==> src/rtl/reservation_arbiter.sv <==
// reservation_arbiter: two-core LL/SC reservation tracker with alternating-priority arbitration and bus snoop invalidation
// Ports:
//   CLK, RST          rising-edge clock, asynchronous active-high reset
//   req, op_sc        per-core request (held until ack) and op select (0=LL, 1=SC)
//   addr0, addr1      per-core word address
//   snoop_inv/_addr   external bus write strobe and address
//   ack, sc_ok        one-cycle completion pulse and SC result per core
//   resv_valid        per-core reservation valid
//   busy              FSM not in IDLE
module reservation_arbiter #(
  parameter int AW    = 32,
  parameter int NCORE = 2
) (
  input  logic             CLK,
  input  logic             RST,
  input  logic [NCORE-1:0] req,
  input  logic [NCORE-1:0] op_sc,
  input  logic [AW-1:0]    addr0,
  input  logic [AW-1:0]    addr1,
  input  logic             snoop_inv,
  input  logic [AW-1:0]    snoop_addr,
  output logic [NCORE-1:0] ack,
  output logic [NCORE-1:0] sc_ok,
  output logic [NCORE-1:0] resv_valid,
  output logic             busy
);
  typedef enum logic [1:0] {IDLE = 2'd0, SERVE = 2'd1, RESP = 2'd2} state_t;
  state_t           state_q, state_d;
  logic             last_q, last_d;
  logic             gid_q, gid_d;
  logic             op_q, op_d;
  logic             res_q, res_d;
  logic [AW-1:0]    addr_q, addr_d;
  logic [AW-1:0]    resv_addr_q [NCORE];
  logic [AW-1:0]    resv_addr_d [NCORE];
  logic [NCORE-1:0] valid_q, valid_d;
  logic [NCORE-1:0] snoop_hit, after_snoop;
  logic             grant, srv_hit;
  // Snoop invalidation is applied before the SERVE update, so an SC racing a
  // same-address bus write sees its reservation already gone.
  always_comb begin
    for (int i = 0; i < NCORE; i++)
      snoop_hit[i] = snoop_inv && (resv_addr_q[i] == snoop_addr);
    after_snoop = valid_q & ~snoop_hit;
    grant       = (req == 2'b01) ? 1'b0 : (req == 2'b10) ? 1'b1 : ~last_q;
    srv_hit     = after_snoop[gid_q] && (resv_addr_q[gid_q] == addr_q);
  end
  always_comb begin
    state_d     = state_q;
    last_d      = last_q;
    gid_d       = gid_q;
    op_d        = op_q;
    addr_d      = addr_q;
    res_d       = res_q;
    valid_d     = after_snoop;
    resv_addr_d = resv_addr_q;
    case (state_q)
      IDLE: begin
        if (|req) begin
          state_d = SERVE;
          last_d  = grant;
          gid_d   = grant;
          op_d    = op_sc[grant];
          addr_d  = grant ? addr1 : addr0;
        end
      end
      SERVE: begin
        state_d = RESP;
        res_d   = op_q && srv_hit;
        if (!op_q) begin
          // A same-address snoop in this cycle beats the LL set.
          resv_addr_d[gid_q] = addr_q;
          valid_d[gid_q]     = !(snoop_inv && (snoop_addr == addr_q));
        end else if (srv_hit) begin
          for (int i = 0; i < NCORE; i++)
            if (resv_addr_q[i] == addr_q) valid_d[i] = 1'b0;
        end else begin
          valid_d[gid_q] = 1'b0;
        end
      end
      RESP:    state_d = IDLE;
      default: state_d = IDLE;
    endcase
  end
  always_ff @(posedge CLK or posedge RST) begin
    if (RST) begin
      state_q <= IDLE;
      last_q  <= 1'b1;
      gid_q   <= 1'b0;
      op_q    <= 1'b0;
      res_q   <= 1'b0;
      addr_q  <= '0;
      valid_q <= '0;
      for (int i = 0; i < NCORE; i++) resv_addr_q[i] <= '0;
    end else begin
      state_q     <= state_d;
      last_q      <= last_d;
      gid_q       <= gid_d;
      op_q        <= op_d;
      res_q       <= res_d;
      addr_q      <= addr_d;
      valid_q     <= valid_d;
      resv_addr_q <= resv_addr_d;
    end
  end
  always_comb begin
    for (int i = 0; i < NCORE; i++) begin
      ack[i]   = (state_q == RESP) && (gid_q == i[0]);
      sc_ok[i] = (state_q == RESP) && (gid_q == i[0]) && res_q;
    end
    resv_valid = valid_q;
    busy       = state_q != IDLE;
  end
endmodule

==> config.mk <==
export PLATFORM = sky130hd
export DESIGN_NAME = reservation_arbiter
export DESIGN_NICKNAME = d
export VERILOG_FILES = /design/src/rtl/reservation_arbiter.sv
export SDC_FILE = /design/constraint.sdc
export NUM_CORES = 1
export LEC_CHECK = 0
export CAP_MARGIN = 5
export CORE_ASPECT_RATIO = 2
export CORE_MARGIN = 3
export CORE_UTILIZATION = 54
export DETAILED_ROUTE_END_ITERATION = 7
export PLACE_DENSITY_LB_ADDON = 0.3
export SETUP_SLACK_MARGIN = 0.02
export SLEW_MARGIN = 15
export SYNTH_ARGS = -nofsm -noshare
export SYNTH_HDL_FRONTEND = slang
export SYNTH_SLANG_ARGS = --single-unit
==> constraint.sdc <==
create_clock -name CLK -period 3.6 [get_ports CLK]
set_input_delay 0.54 -clock CLK [delete_from_list [all_inputs] [get_ports CLK]]
set_output_delay 0.54 -clock CLK [all_outputs]
set_load 0.05 [all_outputs]
## Word level (Yosys, flattened, before mapping)

Index checks and enable logic that the tools add are counted.

- Register bits after elaboration: 104
- Input bits: 103
- Output and inout port bits: 7
- Logic and storage cells: 73

- $lt $le $gt $ge: 5
- Eq/ne operators: 11
- Multiplexer cells: 23
- Bitwise logic cells: 8
- Reduce and logical (&&, ||, !) cells: 17

Operator list:

| operator | number |
|---|---|
| equality test 32 bit | 6 |
| two-way mux 32 bit | 5 |
| bitwise mux 64 bit | 1 |
| demux 32 bit (select 1 bit) | 1 |
| logical AND 1 bit | 11 |
| two-way mux 1 bit | 9 |
| two-way mux 2 bit | 4 |
| AND 2 bit | 2 |
| equality test 2 x 1 -> 1 bit, second input constant | 2 |
| equality test 2 bit, second input constant | 2 |
| less-than comparator 1 x 2 -> 1 bit, second input constant | 2 |
| inverter 2 bit | 2 |
| one-hot mux 2 bit (2 select lines) | 1 |
| AND reduction 2 bit | 2 |
| inverter 1 bit | 3 |
| bitwise mux 2 bit | 1 |
| >= comparator 2 bit, second input constant | 1 |
| logical NOT 2 bit | 1 |
| less-than comparator 2 x 1 -> 1 bit, second input constant | 1 |
| != test 2 bit, second input constant | 1 |
| inverter 1 -> 2 bit | 1 |
| nonzero test 2 bit | 1 |
| OR reduction 2 bit | 1 |
| demux 1 bit (select 1 bit) | 1 |
| other kinds (2) | 2 |

## Longest topological paths before layout

- Depth in word-level cells: 10
- Depth in mapped cells: 9

## Worst setup path after synthesis

Ideal clock, no wire load.

- Kind: register to output
- Start point: register gid_q
- End point: output port sc_ok[0]
- Arrival: 2.082 ns
- Path slack: 0.978 ns
- Cell stages (with the launch flop): 6
- Path buffers: 3
- Cell sequence: dfrtp_1 buf_6 buf_8 clkbuf_1 nor2b_1 and2_1

- Word-level cells in the longest chain between the ends: 3

RTL lines:

| item | RTL line | source |
|---|---|---|
| from (decl) | 30 | `logic gid_q, gid_d;` |
| from (signal assigned) | 98 | `gid_q <= gid_d;` |
| inverter 1 bit | - |  |
| logical AND 1 bit | - |  |
| named net ack[0] | 22 | `output logic [NCORE-1:0] ack,` |
| logical AND 1 bit | 109 | `sc_ok[i] = (state_q == RESP) && (gid_q == i[0]) && res_q;` |
| to (decl) | 23 | `output logic [NCORE-1:0] sc_ok,` |

The timed path passes the listed nets, and every way through them passes these cells.

## Final worst setup path

- Start point: register gid_q
- End point: output port sc_ok[1]

- Word-level cells in the longest chain between the ends: 2

RTL lines:

| item | RTL line |
|---|---|
| logical AND 1 bit (2 in series) | 109 |

No other way between the ends.

==> run summary <==
fillers -> 945
Top Metal Used -> met4
Mapped Nets -> 707
max cap viols -> 0
Iter 0 DRT Violations -> 243
post-CTS setup buffer count -> 0
crit end category -> primary output
Skew-Pair Late Insertion Delay -> 0.35 ns
initial antenna violation count -> 0
CP arrival -> 2.40 ns
origin of the critical flop-to-flop path -> gid_q
Die Y -> 160 um
min Tclk post-route -> 2.939 ns
Die W -> 83 um
largest net degree at the start of global routing -> 65
GRT Util Overall -> 27.42%
Top FF cell, synth -> dfrtp_1
status -> completed
clk buf depth -> 2
Worst-path clk slew -> 0.08 ns
Avg Cell Area, Syn -> 10.60 um^2
DPL Wire Length -> 14.01 mm
Leak Pwr -> 3.114 nW
Multi-input gate area -> 0.003585 mm^2
CP required -> 3.06 ns
CTS Hold Bufs -> 0
gpl congestion -> 0.9463
Worst VDD drop -> 586.7 uV
final antenna diode count -> 0
Num CTS Buffers -> 9
Slew Viols, Final -> 0
Worst Path Buf+Inv -> 2
Die Area -> 0.01328 mm^2
sequential area share after synthesis -> 40.66%
clk_skew -> 0.01279 ns
CTS Root Cell -> clkbuf_16
Slowest cell on crit path -> clkdlybuf4s50_1
Routed met2 length -> 9.506 mm
gr ovfl total -> 0
core region area -> 0.01142 mm^2
FFs w/ async S/R, synth -> 100.0%
final wirelength -> 17.75 mm
Max Fclk -> 0.3402 GHz
Post-synth EDFFs -> 0
CP startpoint kind -> register
RSZ-0062 raised after global routing -> no
Total Neg Setup Slack -> 0 ns
Initial Utilization -> 56.06%
Synth Warn # -> 0
final-report hold violation count -> 0
fin util -> 68.97%
Netlist cell types -> 41
Final Cycle Share -> 81.65%
min-delay src -> last_q
crit-path max cell delay -> 0.80 ns
cells after synthesis -> 604
Final Setup Violations -> 0
critical path fanouts, max -> 12
CP startpoint -> gid_q
first-pass iteration count of the detailed router -> 4
Resize count post-CTS -> 0
CP cell instances -> buf_4 -> and3_1 -> clkdlybuf4s50_1
Cell Pwr Density -> 874.5 mW/mm^2
first-pass GRT wire length -> 28.12 mm
routed vias -> 4708
fraction of layout instances using a drive strength above 1 -> 14.53%
NumNets Final -> 786
Register Area -> 0.002604 mm^2
worst hold slack -> 0.5291 ns
IO Port Bufs -> 109
IO Pins -> 110
Final Cell Area -> 0.007879 mm^2
Sink Count -> 104
worst min path class -> reg -> reg
Routed Antenna Nets -> 0
DRC -> 0
Setup CP Type -> reg -> out
CTS tree -> yes
htree depth -> 3
max_slew headroom -> 44.91%
vias in the first global route -> 5221
met3 WL post-DR -> 602 um
Vias/cell -> 5.672
Routed WL per cell -> 21.39 um
dpl cell area -> 0.007575 mm^2
Synth Register Bits -> 104
Synth Cell Area -> 0.006404 mm^2
Met1 Wirelength -> 6.621 mm
crit-path leading delay family -> buffers and inverters
# rows -> 55
area delta synth->final -> 23.04%
Slew @ Worst Pin -> 0.8263 ns
## metal layers
| layer | GRT usage [%] | vias up |
|---|---|---|
| li1 | - | 2224 |
| met1 | 29.92 | 2308 |
| met2 | 49.71 | 129 |
| met3 | 4.182 | 47 |
| met4 | 15.40 | 0 |
| met5 | 0 | - |
## report_power, final
part	total [W]	switching, W	internal, W
Clock	0.00102	0.000451	0.000565
Combinational	0.00316	0.00155	0.00161
Sequential	0.00271	0.000951	0.00176
## registers in the layout, indices dropped and copies added, names as in the netlist
name,cells
gid_q,1
resv_addr_q,64
resv_valid,2
last_q,1
addr_q,32
op_q,1
res_q,1
state_q,2
## cell type report
| cell class | count | share of cell area, % |
|---|---|---|
| clock buffer | 11 | 3.081 |
| sequential | 104 | 33.05 |
| multi-input combinational | 446 | 45.50 |
| inverter | 2 | 0.1270 |
| tap | 142 | 2.255 |
| timing repair buffer | 120 | 15.21 |
| clock inverter | 5 | 0.7781 |
## kinds of logic after synthesis
group	share of synthesized area (%)
and+or+nand+nor	9.887
xor gates and xnor gates	23.25
DFF	40.66
muxes	18.31
AOI/OAI and AO/OA	4.123
buffers and inverters	3.771
## placed cells by master, fill, tap and decap left out, drive strengths merged, types with 2 or more instances in the layout
| cell type | netlist | final |
|---|---|---|
| nand2 | 6 | 6 |
| nor2 | 43 | 43 |
| clkdlybuf4s50 | 0 | 109 |
| nor4 | 26 | 26 |
| xnor2 | 76 | 76 |
| and2 | 2 | 2 |
| a21oi | 36 | 36 |
| clkbuf | 31 | 11 |
| dfrtp | 103 | 103 |
| mux2 | 65 | 65 |
| clkinv | 0 | 2 |
| nand4 | 20 | 20 |
| mux2i | 44 | 44 |
| nor3 | 6 | 6 |
| xor2 | 94 | 94 |
| buf | 21 | 11 |
| a21o | 2 | 2 |
| inv | 2 | 4 |
| nand3 | 7 | 7 |
| nor2b | 2 | 2 |
## worst paths after layout
path                       cells after the start               to  slack [ns]
max reg2reg                                    8    resv_valid[0]        0.73
max                                            3         sc_ok[1]        0.66
min in group asynchronous                      2             op_q        0.70
max in group asynchronous                      3  resv_addr_q[24]        2.22
min reg2reg                                    2           last_q        0.53
min                                            2           last_q        0.53
## cells in the mapped netlist (all sizes together), types with 2 or more instances
library cell	n	share of area, %
a21oi	36	2.8
xor2	94	13
a21o	2	0.23
nand4	20	2.0
xnor2	76	10
inv	2	0.12
buf	21	1.8
nor3	6	0.47
nor2	43	2.5
and2	2	0.20
nand2	6	0.35
dfrtp	103	40
clkbuf	31	1.8
nand3	7	0.55
mux2i	44	6.9
nor4	26	2.6
mux2	65	11
nor2b	2	0.20
## metrics by stage
step	power, W	setup slack [ns]	cells
3_5_place_dp	0.005866	0.7114	814
2_1_floorplan	0.004894	0.3295	604
3_3_place_gp	0.005772	0.7745	814
5_1_grt	0.007310	0.5669	830
6_report	0.006890	0.6607	830
4_1_cts	0.006902	0.6553	830
## worst min-delay path: stages, from the launching register on
cell and delay [ns]:
dfstp_2 0.38, nor2_1 0.10, a21oi_1 0.05
No activity file was read; power rests on OpenSTA's default activity.
